File: config.mk
export PLATFORM = sky130hd
export DESIGN_NAME = axi_rd_arbiter
export DESIGN_NICKNAME = d
export VERILOG_FILES = /design/src/rtl/axi_rd_pkg.sv /design/src/rtl/rr_arb2.sv /design/src/rtl/axi_rd_arbiter.sv
export SDC_FILE = /design/constraint.sdc
export NUM_CORES = 1
export LEC_CHECK = 0
export ABC_AREA = 1
export CORE_UTILIZATION = 31
export CTS_BUF_LIST = sky130_fd_sc_hd__clkbuf_2
export DETAILED_ROUTE_END_ITERATION = 8
export HOLD_SLACK_MARGIN = 0.08
export MAX_ROUTING_LAYER = met4
export PLACE_DENSITY = 0.8
export REMOVE_ABC_BUFFERS = 1
export SLEW_MARGIN = 20
export SYNTH_ARGS = -nofsm -noshare
export SYNTH_HDL_FRONTEND = slang
export SYNTH_SLANG_ARGS = --single-unit
File: constraint.sdc
create_clock -name clk -period 1.3 [get_ports clk]
set_clock_uncertainty 0.05 [all_clocks]
set_input_delay 0.13 -clock clk [delete_from_list [all_inputs] [get_ports clk]]
set_output_delay 0.13 -clock clk [all_outputs]
set_load 0.005 [all_outputs]
File: src/rtl/axi_rd_pkg.sv
// Shared types and AXI encodings for the two-master read arbiter.
//   state_e        : burst FSM states (IDLE -> ADDR -> DATA -> IDLE)
//   AXI_BURST_INCR : burst type driven on every downstream request
//   AXI_SIZE_8B    : default beat size (8 bytes per beat)
//   AXI_RESP_OKAY  : normal read response encoding
package axi_rd_pkg;

    typedef enum logic [1:0] {
        IDLE = 2'd0,
        ADDR = 2'd1,
        DATA = 2'd2
    } state_e;

    localparam logic [1:0] AXI_BURST_INCR = 2'b01;
    localparam logic [2:0] AXI_SIZE_8B    = 3'd3;
    localparam logic [1:0] AXI_RESP_OKAY  = 2'b00;

endpackage

File: src/rtl/rr_arb2.sv
// Two-way round-robin pick, purely combinational.
//   i_req   [1:0] : request vector, bit 0 = m0, bit 1 = m1
//   i_last        : index of the master granted most recently
//   o_gnt         : index of the master to grant
//   o_valid       : at least one request present
// On a tie the master that was NOT granted last wins.
module rr_arb2 (
    input  logic [1:0] i_req,
    input  logic       i_last,
    output logic       o_gnt,
    output logic       o_valid
);

    // Grant selection: single requester wins outright, tie alternates.
    always_comb begin
        o_gnt   = 1'b0;
        o_valid = |i_req;
        case (i_req)
            2'b01:   o_gnt = 1'b0;
            2'b10:   o_gnt = 1'b1;
            2'b11:   o_gnt = ~i_last;
            default: o_gnt = 1'b0;
        endcase
    end

endmodule

File: src/rtl/axi_rd_arbiter.sv
// Round-robin arbiter sharing one AXI4 read channel between icache (m0)
// and dcache (m1). One master owns the channel for a whole burst; the
// burst is never preempted before rlast.
//   clk, rst         : clock, asynchronous active-low reset
//   m_araddr/arlen   : per-master AR payload, low slice = m0
//   m_arvalid/arready: per-master AR handshake (arready only to owner)
//   m_rdata/rresp    : R payload broadcast to both masters
//   m_rvalid/rlast   : R qualifiers, owner only
//   m_rready         : per-master R ready
//   s_*              : downstream AXI4 read master interface
//   owner            : current / most recently granted master
//   beat_err         : sticky, set when rlast arrives on a beat count
//                      different from arlen+1
module axi_rd_arbiter
    import axi_rd_pkg::*;
#(
    parameter int         ADDR_W = 32,
    parameter int         DATA_W = 64,
    parameter logic [2:0] ARSIZE = AXI_SIZE_8B
) (
    input  logic                clk,
    input  logic                rst,
    input  logic [2*ADDR_W-1:0] m_araddr,
    input  logic [1:0]          m_arvalid,
    input  logic [15:0]         m_arlen,
    output logic [1:0]          m_arready,
    output logic [DATA_W-1:0]   m_rdata,
    output logic [1:0]          m_rresp,
    output logic [1:0]          m_rvalid,
    output logic [1:0]          m_rlast,
    input  logic [1:0]          m_rready,
    output logic [ADDR_W-1:0]   s_araddr,
    output logic                s_arvalid,
    output logic [7:0]          s_arlen,
    output logic [2:0]          s_arsize,
    output logic [1:0]          s_arburst,
    input  logic                s_arready,
    input  logic [DATA_W-1:0]   s_rdata,
    input  logic [1:0]          s_rresp,
    input  logic                s_rvalid,
    input  logic                s_rlast,
    output logic                s_rready,
    output logic                owner,
    output logic                beat_err
);

    state_e            r_state;
    state_e            w_next;
    logic [ADDR_W-1:0] r_addr;
    logic [7:0]        r_len;
    logic              r_owner;
    logic [7:0]        r_beat_cnt;
    logic              r_beat_err;
    logic              w_gnt;
    logic              w_gnt_vld;
    logic              w_ar_hs;
    logic              w_r_hs;

    rr_arb2 u_arb (
        .i_req   (m_arvalid),
        .i_last  (r_owner),
        .o_gnt   (w_gnt),
        .o_valid (w_gnt_vld)
    );

    assign w_ar_hs   = (r_state == ADDR) && s_arready;
    assign w_r_hs    = (r_state == DATA) && s_rvalid && m_rready[r_owner];

    // The request is issued from the latch, so a master withdrawing
    // arvalid early cannot change what goes downstream.
    assign s_araddr  = r_addr;
    assign s_arlen   = r_len;
    assign s_arsize  = ARSIZE;
    assign s_arburst = AXI_BURST_INCR;
    assign m_rdata   = s_rdata;
    assign m_rresp   = s_rresp;
    assign owner     = r_owner;
    assign beat_err  = r_beat_err;

    // FSM state register; reset forces IDLE so handshakes drop at once.
    always_ff @(posedge clk or negedge rst) begin
        if (!rst) begin
            r_state <= IDLE;
        end else begin
            r_state <= w_next;
        end
    end

    // Next-state and channel steering: only the owner sees AR/R qualifiers.
    always_comb begin
        w_next    = r_state;
        s_arvalid = 1'b0;
        s_rready  = 1'b0;
        m_arready = 2'b00;
        m_rvalid  = 2'b00;
        m_rlast   = 2'b00;
        case (r_state)
            IDLE: begin
                if (w_gnt_vld) begin
                    w_next = ADDR;
                end else begin
                    w_next = IDLE;
                end
            end
            ADDR: begin
                s_arvalid          = 1'b1;
                m_arready[r_owner] = s_arready;
                if (s_arready) begin
                    w_next = DATA;
                end else begin
                    w_next = ADDR;
                end
            end
            DATA: begin
                s_rready          = m_rready[r_owner];
                m_rvalid[r_owner] = s_rvalid;
                m_rlast[r_owner]  = s_rlast;
                if (w_r_hs && s_rlast) begin
                    w_next = IDLE;
                end else begin
                    w_next = DATA;
                end
            end
            default: begin
                w_next = IDLE;
            end
        endcase
    end

    // Request latch, beat counter and sticky length-mismatch flag.
    always_ff @(posedge clk or negedge rst) begin
        if (!rst) begin
            r_addr     <= '0;
            r_len      <= 8'd0;
            r_owner    <= 1'b1;
            r_beat_cnt <= 8'd0;
            r_beat_err <= 1'b0;
        end else begin
            if ((r_state == IDLE) && w_gnt_vld) begin
                r_owner <= w_gnt;
                r_addr  <= w_gnt ? m_araddr[2*ADDR_W-1:ADDR_W] : m_araddr[ADDR_W-1:0];
                r_len   <= w_gnt ? m_arlen[15:8] : m_arlen[7:0];
            end
            if (w_ar_hs) begin
                r_beat_cnt <= 8'd0;
            end else if (w_r_hs) begin
                r_beat_cnt <= r_beat_cnt + 8'd1;
            end
            // Counter holds beats already accepted, so on the last beat it
            // must equal arlen.
            if (w_r_hs && s_rlast && (r_beat_cnt != r_len)) begin
                r_beat_err <= 1'b1;
            end
        end
    end

endmodule

==> flow_summary.ini <==
[outcome]
status = finished, violations left
violations = negative setup slack

[die]
die-area_um2 = 11400
coreArea_um2 = 10500
initial_core_util = 0.324
ios = 276
die_y_um = 107
die_w_um = 107
rows = 37

[yosys]
syn_avg_cell_area_um2 = 8.34
synth-seq-cells = 52
synthCells = 407
synth_largest_area_cell = dfrtp_1
yosysWarnings = 0
ys_seq_area_frac = 0.384
synth_common_cells = nand2_1 (74), buf_4 (73), nor2_1 (54)
yosysMostFrequentCell = nand2_1
synth.area.top_cells = dfrtp_1 (38%), buf_4 (16%), o21ai_2 (11%), nand2_1 (8.2%), nor2_1 (6.0%)
synth_top_cell_area_share = 0.376
synth_enable_flop_cells = 0
synthesis.area_um2 = 3390
async_flop_share = 1.00
ys.flop_type = dfrtp_1
synth.distinct_cells = 28

[cells_and_area]
drive_above_1_share = 0.491
final_cells = 671
syn_to_final_growth_pct = 57.6
fin_nets = 689

[critical_path]
start_kind = register
cp-end-kind = primary output
cp_common_cell = buf_6
critPathMaxStageDelay_ns = 0.62
r2r_end = s_araddr[27]
worstPathArrival_ns = 1.47
worstPathRequired_ns = 1.12
rr_worst_depth = 9
crit_type = reg -> out
rrSetupSlack_ns = -0.33
reg2reg_from = r_state[1]
worst-path-max-fanout = 3
cp_cell_sequence = buf_6 > buf_6 > nor3_4 > buf_2
crit_path_top_delay_cell = dfstp_2

[drt]
wl_met1_mm = 4.08
antenna_left = 0
wl_met3_mm = 4.19
route.met2.wl_mm = 8.60
wl_per_cell_um = 25.8
via_per_inst = 5.05
finalWirelength_mm = 17.3
drt_iter0_markers = 144
vias = 3386
drt_first_pass_iters = 4
topRoutingLayerUsed = met4
drcViolationCount = 0

[clock_network]
numCtsBuffers = 5
clock_path_buffers = 2
clk-insertion-delay-late_ns = 0.44
clkSinkCount = 52
cts_max_level = 2
tritoncts = done
cts-root-buf = clkbuf_2
clkSlewWorstSetupHoldPaths_ns = 0.28

[min_path]
holdCritPathClass = in -> reg
holdPathStages = 3
min_from = m_araddr[33]
min_to = s_araddr[1]

[timing]
period_needed_ns = 1.65
report.final.hold_viol_count = 0
slew_violations = 0
fin_crit_sh = 1.27
setup_ws_ns = -0.354
fmax_mhz = 605
final-setup-viol-count = 61
rsz0062_at_grt = true

[global_route]
grt_pass1_wl_mm = 22.8
antenna_found_initial = 1
grt_max_degree = 53
overflow = 0
grt_pass1_vias = 3337
grt.total_usage = 0.295

[placed_design]
dp.cells = 620
io_buffers = 138
routabilityCongestion = 0.975
dp_hpwl_mm = 13.0

[power]
powerDensity_nw_per_um2 = 2000
p_total_mw = 10.7
ir_drop_v = 0.000824
leakagePower_nw = 2.42

[run]
max_cap_violations = 0
## report_power, final
part / leakage (nW) / switching, mW / internal, mW / total [mW]
combinational: 1.76 / 3.37 / 3.71 / 7.08
clock: 0.0226 / 0.562 / 0.124 / 0.686
sequential: 0.640 / 0.581 / 2.32 / 2.90
total: 2.42 / 4.52 / 6.16 / 10.7
## layer usage
layer / track usage / up-vias
li1: - / 1486
met5: - / -
met1: 0.195 / 1589
met4: 0.0763 / 0
met2: 0.494 / 287
met3: 0.327 / 24
## worst max path at each step
stage | from | cells past startpoint | slack (ns) | to
4_1_cts | owner | 4 | -0.36 | m_rlast[1]
3_5_place_dp | s_rlast | 4 | -0.29 | m_rlast[0]
5_1_grt | owner | 4 | -0.44 | m_rlast[0]
6_report | owner | 4 | -0.35 | m_rlast[0]
2_1_floorplan | owner | 5 | -0.66 | s_araddr[0]
3_3_place_gp | s_arready | 4 | -0.23 | m_arready[1]
## cell usage in the layout, fill, tap and decap left out, types with 2 or more instances in the layout
master,instances
nand2_2,14
nand2_1,32
o22ai_2,5
buf_8,3
nor3_2,3
clkbuf_2,13
nand2_8,2
buf_4,31
a21oi_2,4
buf_12,10
nor2_2,4
dlygate4sd3_1,2
xnor2_1,3
o21ai_1,23
o21ai_4,2
clkinvlp_4,2
nor2_1,48
buf_2,41
nand3_2,3
nand3_4,2
buf_6,18
inv_2,2
nor2_4,3
o21ai_2,58
conb_1,5
clkdlybuf4s50_1,87
dfrtp_1,50
inv_1,17
clkbuf_16,3
nand2_4,30
## sequential cells by signal, indices dropped and copies added (netlist names)
name / flops
beat_err: 1
owner: 1
r_beat_cnt: 8
r_state: 2
s_araddr: 32
s_arlen: 8
## timing repair
action	4_1_cts	5_1_grt
endpoints found under the hold margin	52	3
hold buffers	1	1
gates resized for setup	247	118
setup endpoints to repair	100	75
setup buffers	26	15
pin swaps	10	21
cloned	4	3
## kinds of logic after synthesis
kind of cell             synth area share
other                             0.00221
flip-flops                          0.384
XOR/XNOR                          0.00774
AND/OR/NAND/NOR                     0.173
buffers and inverters               0.230
adder cells (fa/ha/maj)           0.00369
AO/OA/AOI/OAI                       0.199
## metrics by stage
stage | hold slack [ns] | util | cell area [um2] | setup WS [ns] | TNS (ns)
final | 0.204 | 0.511 | 5350 | -0.354 | -16.94
after CTS | 0.0896 | 0.466 | 4880 | -0.356 | -16.02
after global routing | 0.141 | 0.511 | 5350 | -0.439 | -19.37
after detailed placement | 0.0997 | 0.431 | 4510 | -0.286 | -7.63
after floorplan | -0.216 | - | 2710 | -0.659 | -25.96
after global placement | 0.0978 | 0.431 | 4510 | -0.226 | -6.36
## worst max-delay path: cells and delay by family, from the launching register on
kind | cells | cell delay, ns
buffers and inverters | 3 | 0.38
DFF | 1 | 0.62
and+or+nand+nor | 1 | 0.04
## cell type report
class	count	area (um2)
Fill cell	987	5120
Timing Repair Buffer	204	1920
Multi-Input combinational cell	248	1790
Sequential cell	52	1300
Tap cell	136	170
Inverter	22	119
Clock buffer	5	25.0
Clock inverter	3	18.8
Antenna cell	1	2.50
Power figures use the tool's default switching activity.
